**src/rtl/data_mem_responder_pkg.sv**
```systemverilog
`default_nettype none
// +----------------------------------------------------------------------------+
// | Module      : cpu_mem_pkg                                                  |
// | Description : Shared constants and FSM state encoding for the memory-stage |
// |               data-memory responder.                                       |
// | Revision    : 1.0 - initial release                                        |
// +----------------------------------------------------------------------------+
package cpu_mem_pkg;

  // Default geometry of the data memory path
  localparam int unsigned C_ADDR_W    = 16;
  localparam int unsigned C_DATA_W    = 16;
  localparam int unsigned C_MEM_WORDS = 1024;

  // Responder FSM state encoding
  typedef logic [1:0] state_t;
  localparam logic [1:0] ST_IDLE      = 2'd0;
  localparam logic [1:0] ST_ISSUE     = 2'd1;
  localparam logic [1:0] ST_READ_WAIT = 2'd2;
  localparam logic [1:0] ST_RESP      = 2'd3;

  // Unsigned range check done in a wide domain so any ADDR_W up to 64 works
  function automatic logic addr_in_range(input logic [63:0] addr,
                                         input int unsigned words);
    return addr < 64'(words);
  endfunction

endpackage
`default_nettype wire

```
**src/rtl/data_mem_responder_if.sv**
```systemverilog
`default_nettype none
// +----------------------------------------------------------------------------+
// | Module      : data_mem_responder_if                                        |
// | Description : Request/response valid-ready bus between the memory stage    |
// |               (master) and the data-memory responder (slave).              |
// | Revision    : 1.0 - initial release                                        |
// +----------------------------------------------------------------------------+
interface data_mem_responder_if
  import cpu_mem_pkg::*;
#(
  parameter int unsigned ADDR_W = C_ADDR_W,
  parameter int unsigned DATA_W = C_DATA_W
);

  // Request channel
  logic              req_valid;
  logic              req_ready;
  logic              req_we;
  logic [ADDR_W-1:0] req_addr;
  logic [DATA_W-1:0] req_wdata;

  // Response channel
  logic              rsp_valid;
  logic              rsp_ready;
  logic [DATA_W-1:0] rsp_rdata;
  logic              rsp_err;

  // Initiator side: the pipeline memory stage
  modport master (
    output req_valid, req_we, req_addr, req_wdata, rsp_ready,
    input  req_ready, rsp_valid, rsp_rdata, rsp_err
  );

  // Responder side: this block
  modport slave (
    input  req_valid, req_we, req_addr, req_wdata, rsp_ready,
    output req_ready, rsp_valid, rsp_rdata, rsp_err
  );

endinterface
`default_nettype wire

```
**src/rtl/data_mem_responder.sv**
```systemverilog
`default_nettype none
// +----------------------------------------------------------------------------+
// | Module      : data_mem_responder                                           |
// | Description : Single-outstanding load/store responder driving a 1-cycle    |
// |               registered-read synchronous RAM, with address range check.   |
// | Revision    : 1.0 - initial release                                        |
// +----------------------------------------------------------------------------+
module data_mem_responder
  import cpu_mem_pkg::*;
#(
  parameter int unsigned ADDR_W    = C_ADDR_W,
  parameter int unsigned DATA_W    = C_DATA_W,
  parameter int unsigned MEM_WORDS = C_MEM_WORDS
) (
  input  wire logic              clk,
  input  wire logic              reset,
  data_mem_responder_if.slave    bus,
  output logic [ADDR_W-1:0]      ram_addr,
  output logic [DATA_W-1:0]      ram_wdata,
  output logic                   ram_wren,
  input  wire logic [DATA_W-1:0] ram_q
);

  state_t            r_state;
  logic              r_is_store;
  logic              r_rsp_valid;
  logic [DATA_W-1:0] r_rsp_rdata;
  logic              r_rsp_err;
  logic [ADDR_W-1:0] r_ram_addr;
  logic [DATA_W-1:0] r_ram_wdata;
  logic              r_ram_wren;

  logic              w_accept;
  logic              w_in_range;
  logic              w_rsp_done;

  // Request/response handshake qualifiers
  assign w_accept   = bus.req_valid && (r_state == ST_IDLE);
  assign w_in_range = addr_in_range(64'(bus.req_addr), MEM_WORDS);
  assign w_rsp_done = r_rsp_valid && bus.rsp_ready;

  // Sequencer: accept, drive RAM, collect read data, hold response until taken
  always_ff @(posedge clk) begin
    if (!reset) begin
      r_state     <= ST_IDLE;
      r_is_store  <= 1'b0;
      r_rsp_valid <= 1'b0;
      r_rsp_rdata <= '0;
      r_rsp_err   <= 1'b0;
      r_ram_addr  <= '0;
      r_ram_wdata <= '0;
      r_ram_wren  <= 1'b0;
    end else begin
      case (r_state)
        ST_IDLE: begin
          if (w_accept) begin
            if (w_in_range) begin
              // Latch the whole request; RAM sees it during ISSUE
              r_ram_addr  <= bus.req_addr;
              r_ram_wdata <= bus.req_wdata;
              r_ram_wren  <= bus.req_we;
              r_is_store  <= bus.req_we;
              r_state     <= ST_ISSUE;
            end else begin
              // Out-of-range: answer immediately, never touch the RAM
              r_rsp_err   <= 1'b1;
              r_rsp_rdata <= '0;
              r_rsp_valid <= 1'b1;
              r_state     <= ST_RESP;
            end
          end
        end

        ST_ISSUE: begin
          // Write strobe lasts exactly this one cycle
          r_ram_wren <= 1'b0;
          if (r_is_store) begin
            r_rsp_err   <= 1'b0;
            r_rsp_rdata <= '0;
            r_rsp_valid <= 1'b1;
            r_state     <= ST_RESP;
          end else begin
            r_state <= ST_READ_WAIT;
          end
        end

        ST_READ_WAIT: begin
          // RAM registered its read at the end of ISSUE; q is valid now
          r_rsp_rdata <= ram_q;
          r_rsp_err   <= 1'b0;
          r_rsp_valid <= 1'b1;
          r_state     <= ST_RESP;
        end

        ST_RESP: begin
          if (w_rsp_done) begin
            r_rsp_valid <= 1'b0;
            r_state     <= ST_IDLE;
          end
        end

        default: begin
          r_state     <= ST_IDLE;
          r_rsp_valid <= 1'b0;
          r_ram_wren  <= 1'b0;
        end
      endcase
    end
  end

  assign bus.req_ready = (r_state == ST_IDLE);
  assign bus.rsp_valid = r_rsp_valid;
  assign bus.rsp_rdata = r_rsp_rdata;
  assign bus.rsp_err   = r_rsp_err;

  assign ram_addr  = r_ram_addr;
  assign ram_wdata = r_ram_wdata;
  assign ram_wren  = r_ram_wren;

endmodule
`default_nettype wire

```
**src/flat_wrapper.sv**
```systemverilog
// flat-port wrapper written by rule: the top's interface ports become plain ports
module data_mem_responder_flat import cpu_mem_pkg::*;
#(
  parameter int unsigned ADDR_W    = C_ADDR_W,
  parameter int unsigned DATA_W    = C_DATA_W,
  parameter int unsigned MEM_WORDS = C_MEM_WORDS
)
  (clk, reset, ram_addr, ram_wdata, ram_wren, ram_q, bus_req_valid, bus_req_we, bus_req_addr, bus_req_wdata, bus_rsp_ready, bus_req_ready, bus_rsp_valid, bus_rsp_rdata, bus_rsp_err);
  data_mem_responder_if #(.ADDR_W(ADDR_W), .DATA_W(DATA_W)) bus_i ();
  input  wire logic clk;
  input  wire logic reset;
  output logic [ADDR_W-1:0] ram_addr;
  output logic [DATA_W-1:0] ram_wdata;
  output logic ram_wren;
  input  wire logic [DATA_W-1:0] ram_q;
  input wire logic [$bits(bus_i.req_valid)-1:0] bus_req_valid;
  input wire logic [$bits(bus_i.req_we)-1:0] bus_req_we;
  input wire logic [$bits(bus_i.req_addr)-1:0] bus_req_addr;
  input wire logic [$bits(bus_i.req_wdata)-1:0] bus_req_wdata;
  input wire logic [$bits(bus_i.rsp_ready)-1:0] bus_rsp_ready;
  output wire logic [$bits(bus_i.req_ready)-1:0] bus_req_ready;
  output wire logic [$bits(bus_i.rsp_valid)-1:0] bus_rsp_valid;
  output wire logic [$bits(bus_i.rsp_rdata)-1:0] bus_rsp_rdata;
  output wire logic [$bits(bus_i.rsp_err)-1:0] bus_rsp_err;
  assign bus_i.req_valid = bus_req_valid;
  assign bus_i.req_we = bus_req_we;
  assign bus_i.req_addr = bus_req_addr;
  assign bus_i.req_wdata = bus_req_wdata;
  assign bus_i.rsp_ready = bus_rsp_ready;
  assign bus_req_ready = bus_i.req_ready;
  assign bus_rsp_valid = bus_i.rsp_valid;
  assign bus_rsp_rdata = bus_i.rsp_rdata;
  assign bus_rsp_err = bus_i.rsp_err;
  data_mem_responder #(.ADDR_W(ADDR_W), .DATA_W(DATA_W), .MEM_WORDS(MEM_WORDS)) u_core (.clk(clk), .reset(reset), .bus(bus_i), .ram_addr(ram_addr), .ram_wdata(ram_wdata), .ram_wren(ram_wren), .ram_q(ram_q));
endmodule
```
**config.mk**
```make
export PLATFORM = sky130hd
export DESIGN_NAME = data_mem_responder_flat
export DESIGN_NICKNAME = d
export VERILOG_FILES = /design/src/rtl/data_mem_responder_pkg.sv /design/src/rtl/data_mem_responder_if.sv /design/src/rtl/data_mem_responder.sv /design/src/flat_wrapper.sv
export SDC_FILE = /design/constraint.sdc
export NUM_CORES = 1
export LEC_CHECK = 0
export ABC_AREA = 1
export BUFFER_PORTS_ARGS = -buffer_cell sky130_fd_sc_hd__buf_4
export CAP_MARGIN = 20
export CORE_ASPECT_RATIO = 1.75
export CORE_MARGIN = 2
export CORE_UTILIZATION = 50
export CTS_CLUSTER_DIAMETER = 50
export DETAILED_ROUTE_END_ITERATION = 8
export PLACE_DENSITY = 0.84
export SLEW_MARGIN = 20
export SYNTH_ARGS = -nofsm -noshare
export SYNTH_HDL_FRONTEND = slang
export SYNTH_SLANG_ARGS = --single-unit
```
**constraint.sdc**
```tcl
create_clock -name clk -period 2.1 [get_ports clk]
set_input_delay 0 -clock clk [delete_from_list [all_inputs] [get_ports clk]]
set_output_delay 0 -clock clk [all_outputs]
set_load 0.005 [all_outputs]
```
==> reports/summary.txt, run 1 <==
share of cells above drive strength 1: 25.7%
Syn Nets: 401
fin nets: 527
sequential area share after synthesis: 46.7%
DR vias/cell: 4.76
Die Wd: 55.4 microns
design area: 3480 sq um
fin crit share: 86.9%
routed length per placed instance: 12.0 microns
Period minus WS final: 1.82 ns
clk slew on worst S/H paths: 0.11 ns
cell row count: 32
Detailed Routing Iterations Pass 1: 4
Avg Synthesized Cell Area: 6.73 sq um
critical setup path kind: flop to flop
clk_lat worst skew: 0.31 ns
diode count: 0
pwr dens: 948 nW/um^2
Sequential Area: 1080 sq um
Syn-to-layout area delta: 50.5%
vias in the first global route: 2367
Sink Count: 54
Hold Path Class: input port to flop
via count: 2485
initial antenna violation count: 0
Initial Utilization: 52.1%
leakage power: 1.80 nW
DRC violation total after the first TritonRoute iteration: 79
pin count of the biggest net entering global routing: 50
Routed Antenna Nets: 0
CP max FO: 24
most frequent cells in the layout: 108 x buf_4, 88 x nor2_1, 77 x nand2_1, 54 x dfxtp_1, 51 x inv_1
PortBufs: 104
Worst slew margin: 65.3%
die height: 94.0 microns
Core Area: 4440 sq um
GR Util All Layers: 24.7%
maximum VDD drop: 0.826 mV
YS warnings: 0
CP most frequent cell: nand2_1
Die ar.: 5210 sq um
setup TNS: 0 ns
DRC errors left: 0
CP Cell Sequence: inv_1, ha_1, inv_2, nor2_1, nand2_1, nand3_2, nand2_1, nand2_1, nor2_1
htree depth: 2
CTS root buf: clkbuf_8
Slew Viols, Final: 0
Netlist Area Pre-Place: 2310 sq um
CTS tree: yes
post-synthesis instance total: 344
Worst setup SP type: flop
Yosys cell types: 17
slowest stage cell, crit path: dfxtp_1
first-pass GRT wire length: 10.4 mm
WL final: 6.27 mm
RSZ-0062 raised after global routing: no
CP Data Required Time: 2.35 ns
max incr delay on CP: 0.41 ns
flops & latches, synth: 54
# setup viols final: 0
CTS Buf Count: 5
max-cap violations: 0
most common cell after layout, fill and taps aside: buf_4
Post-Place Cell Area: 3100 sq um
Worst-Margin Slew: 0.520 ns
setup bufs post-CTS: 0
gpl congestion: 0.842
grt ovf: 0
area of the multi-input gates: 941 sq um
outcome: complete, no violations
clock tree buffer depth: 2
crit path DAT: 2.08 ns
Final Hold Viols: 0
FILL cells: 320
HPWL Detailed: 4.10 mm
clock skew: 0.00970 ns
CP Capture Type: flop
f_max: 548 MHz
Ports: 105
## through the flow
step | std cells | worst slack (ns) | utilization (%) | power (mW) | hold slack [ns]
4_1_cts | 522 | 0.289 | 78.3 | 3.31 | 0.000899
2_1_floorplan | 344 | 0.681 | - | 2.22 | 0.162
6_report | 522 | 0.276 | 78.3 | 3.30 | 0.00515
5_1_grt | 522 | 0.0526 | 78.3 | 3.58 | 0.00824
3_3_place_gp | 485 | 0.445 | 69.7 | 2.61 | 0.250
3_5_place_dp | 485 | 0.332 | 69.7 | 2.66 | 0.258
## critical path: cells and delay by family, from the launching register on
kind / cells / cell delay, ns
buffers and inverters: 2 / 0.17
and+or+nand+nor: 6 / 0.91
adders and majority gates: 1 / 0.26
DFF: 1 / 0.41
## layout make-up
class,instances,share of cell area [%]
Clock inverter,3,0.755
Timing Repair Buffer,137,31.6
Inverter,53,5.72
Tap cell,51,1.83
Clock buffer,5,1.98
Sequential cell,54,31.1
Multi-Input combinational cell,219,27.0
## cell usage after synthesis, drive strengths merged
cell type  number  area share [%]
nand2          78              13
ha              4             2.2
inv            53             8.6
nand4          11             3.0
a21oi           4            0.87
clkbuf          6            0.97
dfxtp          54              47
nor2           89              15
buf            12             3.0
nand3           4             1.1
o21ai          29             6.3
## state kept, by name (all words and copies together) (netlist names)
signal,cells
u_core.ram_wdata,16
u_core.r_state,2
u_core.ram_addr,16
u_core.r_is_store,1
u_core.ram_wren,1
u_core.bus.rsp_valid,1
u_core.bus.rsp_err,1
u_core.bus.rsp_rdata,16
## final timing paths
path / from / end / slack (ns) / cells after the start
setup / recovery: u_core.r_state[0]$_SDFFE_PN0P_ / u_core.bus.rsp_rdata[2]$_SDFFE_PN0P_ / 0.28 / 9
hold / removal: ram_q[6] / u_core.bus.rsp_rdata[6]$_SDFFE_PN0P_ / 0.005 / 5
setup reg to reg: u_core.r_state[0]$_SDFFE_PN0P_ / u_core.bus.rsp_rdata[2]$_SDFFE_PN0P_ / 0.28 / 9
hold reg to reg: u_core.ram_addr[10]$_SDFFE_PN0P_ / u_core.ram_addr[10]$_SDFFE_PN0P_ / 0.45 / 2
## cell families (layout without fill, tap and decap cells)
group	after synthesis	count (layout)	synth area share, %
compound gates	33	33	7.14
fa+ha+maj	4	4	2.16
buf+inv	71	198	12.6
flops	54	54	46.7
simple gates	182	182	31.4
## power breakdown
part | switching (mW) | leakage (nW) | internal [mW] | total, mW
Sequential | 0.0804 | 0.439 | 1.16 | 1.24
Combinational | 0.829 | 1.32 | 0.629 | 1.46
Clock | 0.358 | 0.0483 | 0.242 | 0.600
## repair_timing
| item | in CTS | in global routing |
|---|---|---|
| resized for setup | 0 | 0 |
| hold buffers | 29 | 0 |
| hold endpoints to repair | 30 | 0 |
## metal layers
layer	vias to the layer above	part of all wire (%)	GRT usage [%]
met5	-	0	0
met4	0	2.3	8.74
met3	14	6.0	4.82
met2	89	56	47.4
met1	1107	36	26.2
li1	1275	-	-
Power figures use the tool's default switching activity.
==> run 2: changes to the inputs <==
--- a/config.mk
+++ b/config.mk
@@ -5,13 +5,11 @@
 export SDC_FILE = /design/constraint.sdc
 export NUM_CORES = 1
 export LEC_CHECK = 0
-export ABC_AREA = 1
 export BUFFER_PORTS_ARGS = -buffer_cell sky130_fd_sc_hd__buf_4
 export CAP_MARGIN = 20
-export CORE_ASPECT_RATIO = 1.75
+export CORE_ASPECT_RATIO = 1.25
 export CORE_MARGIN = 2
-export CORE_UTILIZATION = 50
-export CTS_CLUSTER_DIAMETER = 50
+export CORE_UTILIZATION = 48
 export DETAILED_ROUTE_END_ITERATION = 8
 export PLACE_DENSITY = 0.84
 export SLEW_MARGIN = 20
==> reports/summary.txt, run 2 <==
outcome: complete, no violations
clock skew: 0.00726 ns
CTS root buf: clkbuf_8
CP max FO: 34
f_max: 536 MHz
number of synthesized flops with an enable pin: 0
post-synthesis instance total: 246
post-cts resize count: 0
setup TNS: 0 ns
most common cell after layout, fill and taps aside: buf_4
Die Wd: 62.9 microns
Routed Antenna Nets: 0
Final Hold Viols: 0
Hold Buf Count CTS: 43
flops & latches, synth: 54
HPWL Detailed: 3.82 mm
YS warnings: 0
design area: 3420 sq um
Initial Utilization: 50.3%
Syn Nets: 303
first-pass GRT wire length: 10.2 mm
Netlist Area Pre-Place: 2080 sq um
maximum VDD drop: 0.636 mV
sequential area share after synthesis: 52.0%
clk slew on worst S/H paths: 0.10 ns
CP Data Required Time: 2.31 ns
pwr dens: 736 nW/um^2
Yosys cell types: 29
die height: 77.6 microns
initial antenna violation count: 0
setup bufs post-CTS: 0
Finished Layout Cells: 444
CTS Buf Count: 5
# setup viols final: 0
FILL cells: 250
share of cells above drive strength 1: 31.0%
Avg Synthesized Cell Area: 8.45 sq um
top cells by area, synth: dfxtp_1 52%, nand3_1 15%, nand2_1 9.4%
Worst-Margin Slew: 0.554 ns
DR vias/cell: 5.09
clock tree buffer depth: 2
Worst slew margin: 63.1%
Commonest cells post-synth: 62 x nand3_1, 54 x dfxtp_1, 52 x nand2_1, 18 x o21ai_0, 7 x clkbuf_1
clk_lat worst skew: 0.31 ns
Worst setup SP type: flop
Ports: 105
Synth area leader: dfxtp_1
cell with the most instances after synthesis: nand3_1
Post-Place Cell Area: 2900 sq um
ys flop type: dfxtp_1
cell row count: 26
Die ar.: 4880 sq um
Core Area: 4130 sq um
DRC violation total after the first TritonRoute iteration: 141
WL final: 6.52 mm
Syn-to-layout area delta: 64.7%
max-cap violations: 0
most frequent cells in the layout: 107 x buf_4, 62 x nand3_1, 54 x dfxtp_1, 52 x nand2_1, 43 x dlygate4sd3_1
fin nets: 443
dpl cells: 392
Detailed Routing Iterations Pass 1: 4
Synth top area share: 52.0%
pin count of the biggest net entering global routing: 42
Period minus WS final: 1.87 ns
Slew Viols, Final: 0
Hold Path Class: input port to flop
PortBufs: 104
Sink Count: 54
fin crit share: 88.8%
crit path DAT: 2.07 ns
CTS tree: yes
grt ovf: 0
CP Capture Type: flop
via count: 2259
RSZ-0062 raised after global routing: no
GR Util All Layers: 26.6%
critical setup path kind: flop to flop
Async SR Flop Fraction: 0%
gpl congestion: 0.817
routed length per placed instance: 14.7 microns
vias in the first global route: 2231
DRC errors left: 0
htree depth: 2
leakage power: 1.60 nW
-- run 2: cell count changes after synthesis, moves of 4 or more --
| cell | change |
|---|---|
| and3_1 | +6 |
| nand2_1 | -25 |
| nand2b_1 | +4 |
| nor2_1 | -88 |
| inv_1 | -47 |
| nand3_1 | +59 |
| o21ai_0 | -11 |
| nand4_1 | -11 |
-- run 2: path summary, 6_finish.rpt --
path                                                        from                                    end  slack [ns]  depth (start not counted)
worst max-delay path              u_core.r_state[0]$_SDFFE_PN0P_  u_core.bus.rsp_rdata[14]$_SDFFE_PN0P_        0.23                          7
worst max register to register    u_core.r_state[0]$_SDFFE_PN0P_  u_core.bus.rsp_rdata[14]$_SDFFE_PN0P_        0.23                          7
worst min-delay path                                       reset      u_core.ram_wdata[12]$_SDFFE_PN0P_        0.12                          3
worst min register to register  u_core.ram_wdata[7]$_SDFFE_PN0P_       u_core.ram_wdata[7]$_SDFFE_PN0P_        0.45                          2
-- run 2: kinds of logic after synthesis --
family / share of synthesized area (%)
compound gates: 8.97
fa+ha+maj: 2.41
buf+inv: 5.24
flops: 52.0
mux: 1.02
simple gates: 30.3
-- run 2: routing by layer --
metal	track usage (%)	vias to the layer above	part of all wire (%)
met5	0	-	0
met3	4.78	15	4.2
met4	11.6	0	2.7
li1	-	1116	-
met2	50.4	80	55
met1	28.4	1048	38
-- run 2: cell type report --
| type | instances | area, sq um | share of cell area [%] |
|---|---|---|---|
| diodes | 1 | 2.50 | 0.0731 |
| multi-input cells | 169 | 888 | 26.0 |
| well taps | 56 | 70.1 | 2.05 |
| flip-flops and latches | 54 | 1080 | 31.6 |
| repair buffers | 152 | 1270 | 37.2 |
| clock buffers | 7 | 86.3 | 2.52 |
| inverters | 4 | 15.0 | 0.439 |
| clock inverters | 1 | 5.00 | 0.146 |
-- run 2: report_power, final --
group | switching (mW) | internal (mW) | leakage, nW
clock network | 0.318 | 0.267 | 0.0482
registers | 0.0558 | 1.10 | 0.436
logic | 0.385 | 0.394 | 1.11
total | 0.759 | 1.76 | 1.60
-- run 2: metrics by stage --
stage	util (%)	hold WS (ns)	total power [mW]	setup slack [ns]
after global routing	82.8	0.128	2.66	0.0921
after global placement	70.1	0.212	1.85	0.389
final	82.8	0.119	2.52	0.235
after floorplan	-	0.130	1.59	0.242
after detailed placement	70.1	0.217	1.88	0.315
after CTS	82.8	0.103	2.52	0.289
-- run 2: critical path, stage by stage, from the launching register on --
cell and delay [ns]:
dfxtp_1 0.35, inv_1 0.12, ha_1 0.19, or4b_4 0.48, o211ai_4 0.22, buf_12 0.20, nand3_1 0.08, o21ai_0 0.13
==> run 3: changes to the inputs <==
--- a/config.mk
+++ b/config.mk
@@ -9,9 +9,9 @@
 export CAP_MARGIN = 20
 export CORE_ASPECT_RATIO = 1.25
 export CORE_MARGIN = 2
-export CORE_UTILIZATION = 48
+export CORE_UTILIZATION = 45
 export DETAILED_ROUTE_END_ITERATION = 8
-export PLACE_DENSITY = 0.84
+export PLACE_DENSITY = 0.79
 export SLEW_MARGIN = 20
 export SYNTH_ARGS = -nofsm -noshare
 export SYNTH_HDL_FRONTEND = slang
==> constraint.sdc (replaced) <==
create_clock -name clk -period 1.95 [get_ports clk]
set_input_delay 0 -clock clk [delete_from_list [all_inputs] [get_ports clk]]
set_output_delay 0 -clock clk [all_outputs]
set_load 0.005 [all_outputs]
==> reports/summary.txt, run 3 (synthesized netlist as in run 2, its figures left out) <==
Period minus WS final: 1.87 ns
via count: 2271
clk_lat worst skew: 0.30 ns
DRC errors left: 0
Hold Path Class: input port to flop
Syn-to-layout area delta: 66.9%
area of the multi-input gates: 888 sq um
gpl congestion: 0.890
vias in the first global route: 2045
post-cts resize count: 0
GR Util All Layers: 23.3%
maximum VDD drop: 0.722 mV
Detailed Routing Iterations Pass 1: 4
htree depth: 2
clock tree buffer depth: 2
die height: 80.0 microns
PortBufs: 104
fin crit share: 96.0%
max-cap violations: 0
CP Data Required Time: 2.16 ns
DP Worst Slack: 0.201 ns
WL final: 6.19 mm
outcome: complete, no violations
cell row count: 27
clock skew: 0.00434 ns
Worst-Margin Slew: 0.578 ns
Slew Viols, Final: 0
most common cell after layout, fill and taps aside: buf_4
crit path DAT: 2.08 ns
f_max: 534 MHz
Worst slew margin: 61.5%
diode count: 0
first-pass GRT wire length: 9.39 mm
Die Wd: 64.8 microns
clk slew on worst S/H paths: 0.09 ns
CP max FO: 17
routed length per placed instance: 13.8 microns
pwr dens: 833 nW/um^2
setup TNS: 0 ns
fin nets: 445
CTS Buf Count: 5
share of cells above drive strength 1: 31.1%
Sequential Area: 1080 sq um
Final Hold Viols: 0
Worst setup SP type: flop
grt ovf: 0
# setup viols final: 0
RSZ-0062 raised after global routing: no
CTS tree: yes
Sink Count: 54
DR vias/cell: 5.08
CTS root buf: clkbuf_8
HPWL Detailed: 3.72 mm
CP Capture Type: flop
critical setup path kind: flop to flop
Core Area: 4430 sq um
FILL cells: 321
most frequent cells in the layout: 108 x buf_4, 62 x nand3_1, 54 x dfxtp_1, 52 x nand2_1, 43 x dlygate4sd3_1
Initial Utilization: 47.0%
DRC violation total after the first TritonRoute iteration: 189
Die ar.: 5180 sq um
leakage power: 1.62 nW
Routed Antenna Nets: 0
Final WS setup: 0.0787 ns
initial antenna violation count: 0
Ports: 105
pin count of the biggest net entering global routing: 37
[run 3: power by group]
group          switching (mW)  leakage (nW)  internal [mW]  total, mW
Combinational           0.442          1.13          0.485      0.927
Clock                   0.343        0.0524          0.385      0.728
Sequential             0.0529         0.436           1.18       1.24
Total                   0.838          1.62           2.05       2.89
[run 3: per-layer routing]
| layer | wire (microns) | vias up | GRT usage (%) |
|---|---|---|---|
| li1 | - | 1121 | - |
| met1 | 2340 | 1051 | 27.0 |
| met2 | 3370 | 82 | 42.5 |
| met3 | 292 | 17 | 3.24 |
| met4 | 191 | 0 | 9.79 |
| met5 | 0 | - | 0 |
[run 3: layout make-up]
cell class                 count  area share, %
sequential                    54           31.2
multi-input combinational    169           25.6
timing repair buffer         154           37.6
clock buffer                   7           2.20
clock inverter                 1          0.865
tap                           58           2.09
inverter                       4          0.433
[run 3: path summary, 6_finish.rpt]
path / startpoint / end / slack [ns] / cells past startpoint
setup / recovery: u_core.r_state[0]$_SDFFE_PN0P_ / u_core.bus.rsp_rdata[6]$_SDFFE_PN0P_ / 0.08 / 7
hold / removal: reset / u_core.bus.rsp_valid$_SDFFE_PN0P_ / 0.08 / 3
hold reg to reg: u_core.ram_wdata[5]$_SDFFE_PN0P_ / u_core.ram_wdata[5]$_SDFFE_PN0P_ / 0.45 / 2
setup reg to reg: u_core.r_state[0]$_SDFFE_PN0P_ / u_core.bus.rsp_rdata[6]$_SDFFE_PN0P_ / 0.08 / 7
[run 3: repair_timing]
action / in CTS / in global routing
hold buffers: 43 / 0
setup buffers: 0 / 0
setup endpoints to repair: 0 / 1
hold endpoints to repair: 44 / 0
[run 3: critical path, stage by stage, from the launching register on]
cell and delay, ns:
dfxtp_1 0.34, inv_1 0.13, ha_1 0.19, or4b_4 0.48, o211ai_4 0.24, buf_12 0.18, nand3_1 0.11, o21ai_0 0.11
[run 3: per-stage QoR]
stage	utilization, %	total power [mW]	area [sq um]	std cells	hold WS [ns]
after floorplan	-	1.71	2080	246	0.130
after global placement	65.7	2.00	2910	395	0.214
after detailed placement	65.7	2.01	2910	395	0.217
after CTS	77.8	2.80	3440	446	0.0644
after global routing	78.4	3.05	3470	447	0.0697
final	78.4	2.89	3470	447	0.0750
